## src/rtl/rgb_pkg.sv

```systemverilog
// rtl/rgb_pkg.sv - shared types and word-format constants for the RGB frame scheduler
package rgb_pkg;

  localparam int WORD_W       = 32;
  localparam int PIXEL_W      = 24;
  localparam int WORD_EOF_BIT = 24;

  // Scheduler states; IDLE must stay the all-zero encoding so reset lands there
  typedef enum logic [2:0] {
    ST_IDLE  = 3'd0,
    ST_WAIT  = 3'd1,
    ST_DEC   = 3'd2,
    ST_SEND  = 3'd3,
    ST_DRAIN = 3'd4,
    ST_LATCH = 3'd5
  } state_t;

endpackage

```

## src/rtl/rgb_frame_sched_if.sv

```systemverilog
// rtl/rgb_frame_sched_if.sv - FIFO read side and serializer handshake bundle
interface rgb_frame_sched_if;
  import rgb_pkg::*;

  logic               fifo_empty;
  logic [WORD_W-1:0]  fifo_word;
  logic               fifo_rd;
  logic               ser_valid;
  logic               ser_ready;
  logic               ser_idle;
  logic [PIXEL_W-1:0] ser_pixel;

  // master: the scheduler; slave: FIFO + serializer side
  modport master (
    input  fifo_empty, fifo_word, ser_ready, ser_idle,
    output fifo_rd, ser_valid, ser_pixel
  );

  modport slave (
    output fifo_empty, fifo_word, ser_ready, ser_idle,
    input  fifo_rd, ser_valid, ser_pixel
  );

endinterface

```

## src/rtl/rgb_latch_timer.sv

```systemverilog
// rtl/rgb_latch_timer.sv - load/count-down timer with done pulse for the output latch period
module rgb_latch_timer #(
  parameter int LATCH_CLKS = 4800
) (
  input  logic clk,
  input  logic rst,
  input  logic load,
  output logic done
);

  localparam int            CW       = (LATCH_CLKS > 1) ? $clog2(LATCH_CLKS) : 1;
  localparam logic [CW-1:0] LOAD_VAL = CW'(LATCH_CLKS - 1);

  logic [CW-1:0] cnt_q, cnt_d;
  logic          active_q, active_d;

  // done is high on the final counted cycle, so a load-to-done span is LATCH_CLKS cycles
  assign done = active_q && (cnt_q == '0);

  // next count: load wins, otherwise count down while active and stop after zero
  always_comb begin
    cnt_d    = cnt_q;
    active_d = active_q;
    if (load) begin
      cnt_d    = LOAD_VAL;
      active_d = 1'b1;
    end else if (active_q) begin
      if (cnt_q == '0) begin
        active_d = 1'b0;
      end else begin
        cnt_d = cnt_q - CW'(1);
      end
    end
  end

  // count register
  always_ff @(posedge clk or negedge rst) begin
    if (!rst) begin
      cnt_q    <= '0;
      active_q <= 1'b0;
    end else begin
      cnt_q    <= cnt_d;
      active_q <= active_d;
    end
  end

endmodule

```

## src/rtl/rgb_frame_sched.sv

```systemverilog
// rtl/rgb_frame_sched.sv - pops pixel words, feeds the serializer and times the frame latch
module rgb_frame_sched
  import rgb_pkg::*;
#(
  parameter int NUM_LEDS   = 60,
  parameter int LATCH_CLKS = 4800,
  parameter int CNT_W      = 16
) (
  input  logic             clk,
  input  logic             rst,
  rgb_frame_sched_if.master bus,
  output logic             latch_active,
  output logic [CNT_W-1:0] led_count,
  output logic [CNT_W-1:0] frame_count,
  output logic             overrun
);

  state_t                state_q, state_d;
  logic                  fifo_rd_q, fifo_rd_d;
  logic                  ser_valid_q, ser_valid_d;
  logic [PIXEL_W-1:0]    ser_pixel_q, ser_pixel_d;
  logic [WORD_EOF_BIT:0] hold_q, hold_d;
  logic                  latch_active_q, latch_active_d;
  logic [CNT_W-1:0]      led_count_q, led_count_d;
  logic [CNT_W-1:0]      frame_count_q, frame_count_d;
  logic                  overrun_q, overrun_d;
  logic                  tmr_load;
  logic                  tmr_done;
  logic [WORD_W-1:WORD_EOF_BIT+1] unused_word_hi;

  // upper word bits carry no meaning and are deliberately dropped
  assign unused_word_hi = bus.fifo_word[WORD_W-1:WORD_EOF_BIT+1];

  rgb_latch_timer #(
    .LATCH_CLKS (LATCH_CLKS)
  ) u_latch_timer (
    .clk  (clk),
    .rst  (rst),
    .load (tmr_load),
    .done (tmr_done)
  );

  // next-state and registered-output logic; fifo_rd is raised from IDLE and the
  // move to WAIT happens on the edge that pops, so the word is valid during WAIT
  always_comb begin
    state_d        = state_q;
    fifo_rd_d      = 1'b0;
    ser_valid_d    = ser_valid_q;
    ser_pixel_d    = ser_pixel_q;
    hold_d         = hold_q;
    latch_active_d = latch_active_q;
    led_count_d    = led_count_q;
    frame_count_d  = frame_count_q;
    overrun_d      = overrun_q;
    tmr_load       = 1'b0;

    case (state_q)
      ST_IDLE: begin
        if (fifo_rd_q) begin
          state_d = ST_WAIT;
        end else if (!bus.fifo_empty) begin
          fifo_rd_d = 1'b1;
        end
      end

      ST_WAIT: begin
        hold_d  = bus.fifo_word[WORD_EOF_BIT:0];
        state_d = ST_DEC;
      end

      ST_DEC: begin
        if (hold_q[WORD_EOF_BIT]) begin
          // an EOF with nothing sent is a stray stream reset: no latch, no frame
          state_d = (led_count_q == '0) ? ST_IDLE : ST_DRAIN;
        end else if (led_count_q == CNT_W'(NUM_LEDS)) begin
          overrun_d = 1'b1;
          state_d   = ST_IDLE;
        end else begin
          ser_valid_d = 1'b1;
          ser_pixel_d = hold_q[PIXEL_W-1:0];
          state_d     = ST_SEND;
        end
      end

      ST_SEND: begin
        if (bus.ser_ready) begin
          ser_valid_d = 1'b0;
          led_count_d = led_count_q + CNT_W'(1);
          state_d     = ST_IDLE;
        end
      end

      ST_DRAIN: begin
        if (bus.ser_idle) begin
          tmr_load       = 1'b1;
          latch_active_d = 1'b1;
          state_d        = ST_LATCH;
        end
      end

      ST_LATCH: begin
        if (tmr_done) begin
          latch_active_d = 1'b0;
          frame_count_d  = frame_count_q + CNT_W'(1);
          led_count_d    = '0;
          state_d        = ST_IDLE;
        end
      end

      default: begin
        state_d = ST_IDLE;
      end
    endcase
  end

  // state and output registers
  always_ff @(posedge clk or negedge rst) begin
    if (!rst) begin
      state_q        <= ST_IDLE;
      fifo_rd_q      <= 1'b0;
      ser_valid_q    <= 1'b0;
      ser_pixel_q    <= '0;
      hold_q         <= '0;
      latch_active_q <= 1'b0;
      led_count_q    <= '0;
      frame_count_q  <= '0;
      overrun_q      <= 1'b0;
    end else begin
      state_q        <= state_d;
      fifo_rd_q      <= fifo_rd_d;
      ser_valid_q    <= ser_valid_d;
      ser_pixel_q    <= ser_pixel_d;
      hold_q         <= hold_d;
      latch_active_q <= latch_active_d;
      led_count_q    <= led_count_d;
      frame_count_q  <= frame_count_d;
      overrun_q      <= overrun_d;
    end
  end

  assign bus.fifo_rd   = fifo_rd_q;
  assign bus.ser_valid = ser_valid_q;
  assign bus.ser_pixel = ser_pixel_q;
  assign latch_active  = latch_active_q;
  assign led_count     = led_count_q;
  assign frame_count   = frame_count_q;
  assign overrun       = overrun_q;

endmodule

```

## src/flat_wrapper.sv

```systemverilog
// flat-port wrapper written by rule: the top's interface ports become plain ports
module rgb_frame_sched_flat import rgb_pkg::*;
#(
  parameter int NUM_LEDS   = 60,
  parameter int LATCH_CLKS = 4800,
  parameter int CNT_W      = 16
)
  (clk, rst, latch_active, led_count, frame_count, overrun, bus_fifo_empty, bus_fifo_word, bus_ser_ready, bus_ser_idle, bus_fifo_rd, bus_ser_valid, bus_ser_pixel);
  rgb_frame_sched_if bus_i ();
  input  logic clk;
  input  logic rst;
  output logic latch_active;
  output logic [CNT_W-1:0] led_count;
  output logic [CNT_W-1:0] frame_count;
  output logic overrun;
  input wire logic [$bits(bus_i.fifo_empty)-1:0] bus_fifo_empty;
  input wire logic [$bits(bus_i.fifo_word)-1:0] bus_fifo_word;
  input wire logic [$bits(bus_i.ser_ready)-1:0] bus_ser_ready;
  input wire logic [$bits(bus_i.ser_idle)-1:0] bus_ser_idle;
  output wire logic [$bits(bus_i.fifo_rd)-1:0] bus_fifo_rd;
  output wire logic [$bits(bus_i.ser_valid)-1:0] bus_ser_valid;
  output wire logic [$bits(bus_i.ser_pixel)-1:0] bus_ser_pixel;
  assign bus_i.fifo_empty = bus_fifo_empty;
  assign bus_i.fifo_word = bus_fifo_word;
  assign bus_i.ser_ready = bus_ser_ready;
  assign bus_i.ser_idle = bus_ser_idle;
  assign bus_fifo_rd = bus_i.fifo_rd;
  assign bus_ser_valid = bus_i.ser_valid;
  assign bus_ser_pixel = bus_i.ser_pixel;
  rgb_frame_sched #(.NUM_LEDS(NUM_LEDS), .LATCH_CLKS(LATCH_CLKS), .CNT_W(CNT_W)) u_core (.clk(clk), .rst(rst), .bus(bus_i), .latch_active(latch_active), .led_count(led_count), .frame_count(frame_count), .overrun(overrun));
endmodule
```

## config.mk

```make
export PLATFORM = sky130hd
export DESIGN_NAME = rgb_frame_sched_flat
export DESIGN_NICKNAME = d
export VERILOG_FILES = /design/src/rtl/rgb_pkg.sv /design/src/rtl/rgb_frame_sched_if.sv /design/src/rtl/rgb_latch_timer.sv /design/src/rtl/rgb_frame_sched.sv /design/src/flat_wrapper.sv
export SDC_FILE = /design/constraint.sdc
export NUM_CORES = 1
export LEC_CHECK = 0
export ABC_AREA = 1
export CAP_MARGIN = 15
export CORE_MARGIN = 1.5
export CORE_UTILIZATION = 57
export DETAILED_ROUTE_END_ITERATION = 10
export GPL_ROUTABILITY_DRIVEN = 0
export PLACE_DENSITY_LB_ADDON = 0.25
export REMOVE_ABC_BUFFERS = 1
export SLEW_MARGIN = 20
export SYNTH_ARGS = -nofsm -noshare
export SYNTH_HDL_FRONTEND = slang
export SYNTH_SLANG_ARGS = --single-unit
```

## constraint.sdc

```tcl
create_clock -name clk -period 2.4 [get_ports clk]
set_clock_uncertainty 0.05 [all_clocks]
set_input_delay 0.6 -clock clk [delete_from_list [all_inputs] [get_ports clk]]
set_output_delay 0.6 -clock clk [all_outputs]
set_load 0.03 [all_outputs]
```

# Yosys cells after proc, flatten, opt, wreduce, memory -nomap -nowiden
# Cells that the tools add are included.
[classes]
n_addsub = 3
eq_ne = 13
n_mux = 29
bitwise_logic = 2
reduce_logical = 16
[ops]
columns = ["cell", "count"]
rows = [
  ["13-bit 2-to-1 mux", 3],
  ["16-bit by 1-bit adder with 16-bit output (second input constant)", 2],
  ["16-bit 2-to-1 mux", 2],
  ["16-bit case mux with 2 select lines", 1],
  ["3-bit 2-to-1 mux", 6],
  ["3-bit case mux with 6 select lines", 1],
  ["16-bit by 6-bit == test with 1-bit output (second input constant)", 1],
  ["16-bit zero test", 1],
  ["13-bit zero test", 1],
  ["1-bit 2-to-1 mux", 13],
  ["13-bit by 1-bit subtractor with 13-bit output (second input constant)", 1],
  ["3-bit AND reduction", 4],
  ["2-bit inequality test (second input constant)", 4],
  ["4-bit AND reduction", 2],
  ["2-bit nonzero test", 4],
  ["3-bit by 2-bit == test with 1-bit output (second input constant)", 2],
  ["3-bit == test (second input constant)", 2],
  ["2-bit by 1-bit inequality test with 1-bit output (second input constant)", 3],
  ["1-bit case mux with 2 select lines", 2],
  ["2-bit AND reduction", 2],
  ["3-bit by 1-bit == test with 1-bit output (second input constant)", 1],
  ["3-bit zero test", 1],
  ["2-bit 2-to-1 mux", 1],
  ["1-bit inverter", 2],
  ["1-bit logical AND", 1],
]
[totals]
reg_bits = 102
output_inout_bits = 60
wordCells = 74

# Depth between registers and ports, before layout
# Gate-level depths: netlist of run 1.
[depth]
word_depth = 4
depth_mapped = 10

# Cells and area by module
# From an unflattened synthesis of run 1, not the netlist that was laid out.
[unflattened]
cells_unflattened = 618
area_unflattened_um2 = 5031.1
[modules_own_cells]
columns = ["module", "instances", "cells_per_inst", "area_per_inst_um2", "seq_area_each_um2"]
rows = [
  ["rgb_frame_sched", 1, 489, 4111.4, 2202.1],
  ["rgb_latch_timer", 1, 129, 919.6, 350.3],
]

# Worst setup path before layout of run 1
# No wires, ideal clock.
[synth_path]
path_kind = "register to register"
from = "register u_core.led_count_q[0], in the netlist u_core.led_count[0]"
to = "register u_core.ser_pixel_q[10], in the netlist u_core.bus.ser_pixel[10]"
arrival_ns = 1.517
path_slack_ns = 0.715
path_stages_with_launch = 11
period_less_slack_ns = 1.685
cell_sequence = "dfrtp_1 inv_1 ha_1 nand3_1 nor2_2 nand2_2 nand2_2 buf_6 buf_6 nand2_1 nand2_1"
[synth_between]
elab_chain_len = 3
[synth_rtl]
columns = ["element", "line_no", "rtl"]
rows = [
  ["start: declaration", "rgb_frame_sched.sv:24", "logic [CNT_W-1:0] led_count_q, led_count_d;"],
  ["start signal: assignment", "rgb_frame_sched.sv:135", "led_count_q <= led_count_d;"],
  ["16-bit by 6-bit == test with 1-bit output", "rgb_frame_sched.sv:75", "end else if (led_count_q == CNT_W'(NUM_LEDS)) begin"],
  ["1-bit inverter (no source line)", "-", ""],
  ["3-bit AND reduction (no source line)", "-", ""],
  ["end signal: assignment", "rgb_frame_sched.sv:132", "ser_pixel_q <= ser_pixel_d;"],
  ["end: declaration", "rgb_frame_sched.sv:21", "logic [PIXEL_W-1:0] ser_pixel_q, ser_pixel_d;"],
]
# No other way between the ends.
# A chain may end at the register's enable or synchronous reset.

# Worst setup path in the final report of run 1
[layout_path]
from = "register u_core.led_count_q[8], in the netlist u_core.led_count[8]"
to = "output port led_count[8]"
[layout_rtl]
columns = ["element", "line_no", "rtl"]
rows = [
  ["end: declaration", "flat_wrapper.sv:13", "output logic [CNT_W-1:0] led_count;"],
]
# No word-level cell between the ends.

==> run metrics, run 1 <==
Peak VDD IR=0.701 mV; dominant cell type by area after synthesis=sky130_fd_sc_hd__dfrtp_1; post-layout utilization of the core=72.6%; sequential element share of the synthesized area=49.0%; Die Ht=98.6 um; placement row count=34; synth unique cells=35; post-synthesis cell area=5210 um2; Die W=98.6 um; part of the total power dissipated in the clock network=17.1%; mean area per synthesized cell=8.32 um2; reported max-cap violation count=0; number of global-route vias before repair=4,308; minimum clock period=2.27 ns; max-slew violation total from the final report=0; DRT Pass-1 Iters=11; Data required, critical path=1.75 ns; slowest stage delay, CP=0.73 ns; crit end category=primary output; Bufs and invs on worst path=1; Post-Route Setup TNS=0 ns; number of hold-slack violations in the final timing report=0; final-report setup violation count=0; hold buffer count at cts=0; number of port buffers=89; synthesis-to-finish area growth=22.7%; net switching fraction of the power=40.5%; fraction of synthesized cell area taken by the top area cell type=49.0%; logic depth of the worst register-to-register path=9; antenna viol nets, final=0; synthesized-area fraction occupied by ao, oa, aoi and oai cells=5.38%; Max-slew headroom=61.6%; Gates resized, CTS repair=0; unrepaired setup endpoints after global routing=no; Worst R2R End=u_core.frame_count[2]; routing usage on met3=4.04%; hold_ws=0.0872 ns; synthesized-area fraction occupied by and/or/nand/nor cells=31.0%; leakage power total=0.00299 uW; maximum clock frequency=441 MHz; status=finished, violations left; XOR/XNOR Fraction of Synth Area=2.35%; Core Footprint=8810 um2; adder and majority cell fraction of the synthesized area=1.20%; highest-count cells in the layout ignoring fill and taps=sky130_fd_sc_hd__nand2_1 (191), sky130_fd_sc_hd__dfrtp_1 (102), sky130_fd_sc_hd__clkdlybuf4s50_1 (88); top post-synthesis cells by area=sky130_fd_sc_hd__dfrtp_1 (49%), sky130_fd_sc_hd__nand2_1 (14%), sky130_fd_sc_hd__nand3_1 (6.6%); synthesized instance count=626; via/cell ratio=5.39; global-route wire length before repair=19,700 um; most common cell after layout, fill and taps aside=sky130_fd_sc_hd__nand2_1; Boundary Pins=97; H-tree depth=3; DRT Wirelength=11,700 um; clock latency on the worst-skew pair=0.36 ns; worst setup slack before clock tree synthesis=0.261 ns; M1 GR Usage=32.2%; part of the power in registers=42.1%; vias after detailed routing=4,470; fin crit share=94.4%; clock transition at the registers of the reported paths=0.11 ns; Starting Density=59.2%; number of clock buffers inserted by TritonCTS=9; post-detailed-route wirelength per cell=14.0 um; maximum clock insertion buffer count=2; master of the slowest instance on the critical path=sky130_fd_sc_hd__clkdlybuf4s50_1; fraction of layout instances using a drive strength above 1=10.7%; CTS tree=built; Detailed Route Iter0 Violations=274; Yosys warning count=0; pin count of the biggest net entering global routing=40; worst-path cell chain=clkdlybuf4s50_1; Register-to-Register Setup Slack=0.36 ns; kind of path behind the tightest hold check=input pin to async pin; multiplexer fraction of the synthesized cell area=4.76%; residual overflow from global routing=0; DRC Markers=8; number of antenna violations at the first check in global routing=0; worst-case setup margin in the final layout=0.134 ns; Comb pwr share=40.8%; pin slew with the least headroom to its limit=0.574 ns; r2r startpoint=u_core.u_latch_timer.cnt_q[0]; TritonCTS sink count=102; main combinational cell family by area after synthesis=simple AND/OR/NAND/NOR gates; layer with the highest usage after global routing=met2; Detailed Place HPWL=8420 um; Power Density=993 nW/um2; Arrival @ worst endpoint=1.62 ns; Crit Path Max Fanout=6; Int Pwr=3780 uW; startpoint types=register; worst setup path category=register to primary output; Sw Pwr=2570 uW; cell type group with the largest total delay on the critical path=buffers and inverters; global routing usage on met2=42.9%; root buffer selected by CTS=sky130_fd_sc_hd__clkbuf_8; antenna fix cells=0; # Post-CTS Setup Buffers=0; number of synthesized register bits=102; number of nets in the layout=759; violated checks=DRC; global router's overall resource usage=25.0%; die outline area=9720 um2
[state kept, by name (all words and copies together) (netlist names)]
name and flops:
u_core.bus.ser_pixel 24, u_core.hold_q 25, u_core.bus.ser_valid 1, u_core.frame_count 16, u_core.latch_active 1, u_core.bus.fifo_rd 1, u_core.state_q 3, u_core.u_latch_timer.cnt_q 13
u_core.u_latch_timer.active_q 1, u_core.overrun 1, u_core.led_count 16
[logic make-up (layout without fill, tap and decap cells)]
logic type,after synthesis,count (layout)
xor gates and xnor gates,14,14
muxes,22,22
and+or+nand+nor,362,362
adders and majority gates,5,5
AOI/OAI and AO/OA,46,46
buffers and inverters,75,171
DFF,102,102
[cell type report]
| type | instances | area, um2 |
|---|---|---|
| clock inverter | 7 | 77.6 |
| clock buffer | 9 | 124 |
| fill | 666 | 2410 |
| tap | 108 | 135 |
| multi-input combinational | 449 | 2330 |
| sequential | 102 | 2550 |
| timing repair buffer | 97 | 961 |
| inverter | 58 | 219 |
[synthesized netlist by cell type]
| master | instances |
|---|---|
| sky130_fd_sc_hd__inv_1 | 56 |
| sky130_fd_sc_hd__clkbuf_1 | 5 |
| sky130_fd_sc_hd__buf_2 | 6 |
| sky130_fd_sc_hd__or2_2 | 2 |
| sky130_fd_sc_hd__dfrtp_1 | 102 |
| sky130_fd_sc_hd__buf_6 | 5 |
| sky130_fd_sc_hd__nor2_1 | 55 |
| sky130_fd_sc_hd__nor2_8 | 1 |
| sky130_fd_sc_hd__a31o_2 | 2 |
| sky130_fd_sc_hd__nand3b_1 | 3 |
| sky130_fd_sc_hd__xnor2_1 | 4 |
| sky130_fd_sc_hd__a21oi_1 | 11 |
| sky130_fd_sc_hd__nor2_4 | 2 |
| sky130_fd_sc_hd__nand3_4 | 1 |
| sky130_fd_sc_hd__xor2_1 | 10 |
| sky130_fd_sc_hd__clkinv_2 | 1 |
| sky130_fd_sc_hd__o21ai_0 | 18 |
| sky130_fd_sc_hd__buf_4 | 1 |
| sky130_fd_sc_hd__nand2_1 | 191 |
| sky130_fd_sc_hd__and2_1 | 1 |
| sky130_fd_sc_hd__nor2_2 | 4 |
| sky130_fd_sc_hd__o21ai_2 | 7 |
| sky130_fd_sc_hd__and3_1 | 1 |
| sky130_fd_sc_hd__nand3_1 | 69 |
| sky130_fd_sc_hd__o21ai_1 | 5 |
| sky130_fd_sc_hd__nand4_4 | 1 |
| sky130_fd_sc_hd__a21oi_4 | 1 |
| sky130_fd_sc_hd__o21bai_1 | 2 |
| sky130_fd_sc_hd__inv_2 | 1 |
| sky130_fd_sc_hd__nand2_4 | 2 |
| sky130_fd_sc_hd__nand2_2 | 5 |
| sky130_fd_sc_hd__ha_1 | 5 |
| sky130_fd_sc_hd__nor3_1 | 11 |
| sky130_fd_sc_hd__nand4_1 | 13 |
| sky130_fd_sc_hd__mux2_2 | 22 |
[worst max path at each step]
| stage | from | end | slack [ns] | depth (start not counted) |
|---|---|---|---|---|
| 6_report | u_core.led_count[8] | led_count[8] | 0.13 | 1 |
| 5_1_grt | u_core.led_count[10] | led_count[10] | 0.12 | 1 |
| 4_1_cts | u_core.led_count[8] | led_count[8] | 0.14 | 1 |
| 3_5_place_dp | bus_ser_idle | u_core.u_latch_timer.cnt_q[11] | 0.26 | 6 |
| 3_3_place_gp | bus_ser_idle | u_core.u_latch_timer.cnt_q[5] | 0.34 | 6 |
| 2_1_floorplan | u_core.led_count[0] | u_core.state_q[0] | 0.45 | 9 |
[power groups by stage]
stage	registers [uW]	clock network (uW)	logic, uW
CTS	2670	1100	2610
finish	2680	1080	2590
floorplan	3090	0	1260
detailed placement	2700	0	2600
global route	2750	1180	2830
global placement	2670	0	2510
[per-layer routing]
layer | wire [um] | vias to the layer above
li1 | - | 2201
met1 | 5000 | 2122
met2 | 5900 | 130
met3 | 564 | 17
met4 | 191 | 0
met5 | 0 | -
[stage by stage]
stage / instances / cell area (um2) / total power [uW]
floorplan: 609 / 5100 / 4350
global placement: 814 / 6190 / 5180
detailed placement: 814 / 6190 / 5300
CTS: 830 / 6390 / 6380
global route: 830 / 6390 / 6760
finish: 830 / 6390 / 6350
Power figures use the tool's default switching activity.
==> inputs of run 2 (changes only) <==
--- a/config.mk
+++ b/config.mk
@@ -13,6 +13,7 @@
 export GPL_ROUTABILITY_DRIVEN = 0
 export PLACE_DENSITY_LB_ADDON = 0.25
 export REMOVE_ABC_BUFFERS = 1
+export SKIP_LAST_GASP = 1
 export SLEW_MARGIN = 20
 export SYNTH_ARGS = -nofsm -noshare
 export SYNTH_HDL_FRONTEND = slang
==> results of run 2 <==
Same layout as run 1: the final DEF is identical, and so are final timing and power.
==> variant: new RTL, flow settings as in run 2 <==
`PIXEL_W`: 24 -> 12.
--- a/src/rtl/rgb_pkg.sv
+++ b/src/rtl/rgb_pkg.sv
@@ -2,7 +2,7 @@
 package rgb_pkg;
 
   localparam int WORD_W       = 32;
-  localparam int PIXEL_W      = 24;
+  localparam int PIXEL_W      = 12;
   localparam int WORD_EOF_BIT = 24;
 
   // Scheduler states; IDLE must stay the all-zero encoding so reset lands there
Interface: changed (resized bus_ser_pixel); port bits go from 97 to 85. No check against the original RTL was run, so the function may have changed too.
==> variant against run 2 <==
- sequential share of layout area fell by 2.8 points
- wire length fell by 18%
- total power fell by 27%
- global-route usage rose by 0.25 points
- worst setup slack improved by 0.017 ns
- sequential cell count fell by 24
- area after synthesis fell by 17%
- synthesized cell count fell by 3.8%
- largest power group unchanged
- cell area fell by 18%
- critical path type unchanged
- clock power fell by 11%
- core utilization fell by 0.54 points
- highest routed layer unchanged
==> variant: results (changes against run 2) <==
status: "finished clean"
async_flop_share: 1.000  # unchanged
cts_buffers: 9  # unchanged
post_cts_buffers: 0  # unchanged
post_cts_resize_count: 0  # unchanged
drt_first_pass_iters: 5  # -6
dpl_worst_slack_ns: 0.4030  # +0.1421 ns
fillers: 615  # -7.7%
nets: 713  # -6.1%
peakVddDrop_uv: 601.3  # -14%
cap_violations: 0  # unchanged
wl_per_cell_um: 12.31  # -12%
grt_pass1_wl_mm: 16.66  # -16%
root_buffer: "clkbuf_8"
worstPathArrival_ns: 1.60  # -0.02 ns
synthTopCellsByCount: "207 x nand2_1, 78 x dfrtp_1, 78 x nor2_1"
clockBufferDepth: 2  # unchanged
htreeDepth: 3  # unchanged
cp_max_fo: 9  # +3
leakage_nw: 2.557  # -14%
first_global_vias: 3781  # -12%
diodes: 0  # unchanged
synth.distinct_cells: 33  # -5.7%
synth.area.top_cells: "dfrtp_1 45%, nand2_1 18%, nor2_1 6.8%"
dpl-instance-area_um2: 5069  # -18%
dp_hpwl_mm: 6.991  # -17%
cp_top_family: "buffers and inverters"
cpPeakStageDelay_ns: 0.73  # about the same
drtIter0Drc: 202  # -26%
switching_power_mw: 1.927  # -25%
grt_max_degree: 41  # +2.5%
slowest_stage: "clkdlybuf4s50_1"
clkLatencyLatePin_ns: 0.36  # about the same
grt_usage: 0.2524  # +0.002526
placement.io_buffers: 65  # -27%
yosysSeqAreaShare: 0.4510  # -0.03892
tightest_slew_ns: 0.5825  # +0.008257 ns
via_count: 3996  # -11%
drive_gt1_frac: 0.06213  # -0.04452
yosys_warnings: 0  # unchanged
clkTransAtPathRegs_ns: 0.09  # -0.02 ns
hold_path_class: "input pin to async pin"
## variant: cell types whose count changed after synthesis, sizes merged, moves of 2 or more
cell	change
xnor2	-3
a21oi	+3
nand2	+16
xor2	-5
a31o	-2
mux2	-22
dfrtp	-24
nor3	-3
nand4	-2
inv	+15
nor2	+21
buf	-3
clkbuf	-3
nand3	-13
## variant: worst paths after layout
kind                                                    start                     to  slack, ns  cells after the start
min in group clk                          u_core.latch_active    u_core.latch_active       0.43                      2
worst min-delay path                                      rst   u_core.led_count[13]       0.15                      1
worst max-delay path                      u_core.led_count[5]           led_count[5]       0.15                      1
max in group asynchronous                                 rst      u_core.state_q[2]       1.56                      2
worst max register to register  u_core.u_latch_timer.cnt_q[0]  u_core.frame_count[6]       0.44                      9
worst min register to register            u_core.latch_active    u_core.latch_active       0.43                      2
## variant: final cells by class
cell class / instances / area share
Clock inverter: 7 / 0.01214
Tap cell: 99 / 0.02357
Timing Repair Buffer: 69 / 0.1314
Clock buffer: 9 / 0.02357
Multi-Input combinational cell: 440 / 0.3856
Inverter: 73 / 0.05237
Sequential cell: 78 / 0.3713
## variant: per-layer routing
metal,global-route usage,wire (um),vias to the layer above
met5,0,0,-
met4,0.1071,157,0
met3,0.04315,502,15
met2,0.4444,4815,96
met1,0.3036,4064,1855
li1,-,-,2030
## variant: cells by family after synthesis
kind of cell             count (synthesis)  share of synthesized area
AO/OA/AOI/OAI                           50                    0.06245
AND/OR/NAND/NOR                        379                     0.3793
XOR/XNOR                                 6                    0.01214
buffers and inverters                   84                    0.08066
flip-flops                              78                     0.4510
adder cells (fa/ha/maj)                  5                    0.01446
## variant: power groups by stage
stage	Sequential, mW	Combinational, mW	Clock [mW]
2_1_floorplan	2.17	0.906	0
3_3_place_gp	1.93	1.69	0
3_5_place_dp	1.96	1.75	0
4_1_cts	1.93	1.76	0.973
5_1_grt	1.99	1.95	1.03
6_report	1.93	1.75	0.958
## variant: per-stage QoR
step	utilization	cells
2_1_floorplan	-	591
3_5_place_dp	0.6951	759
3_3_place_gp	0.6951	759
6_report	0.7208	775
5_1_grt	0.7208	775
4_1_cts	0.7208	775
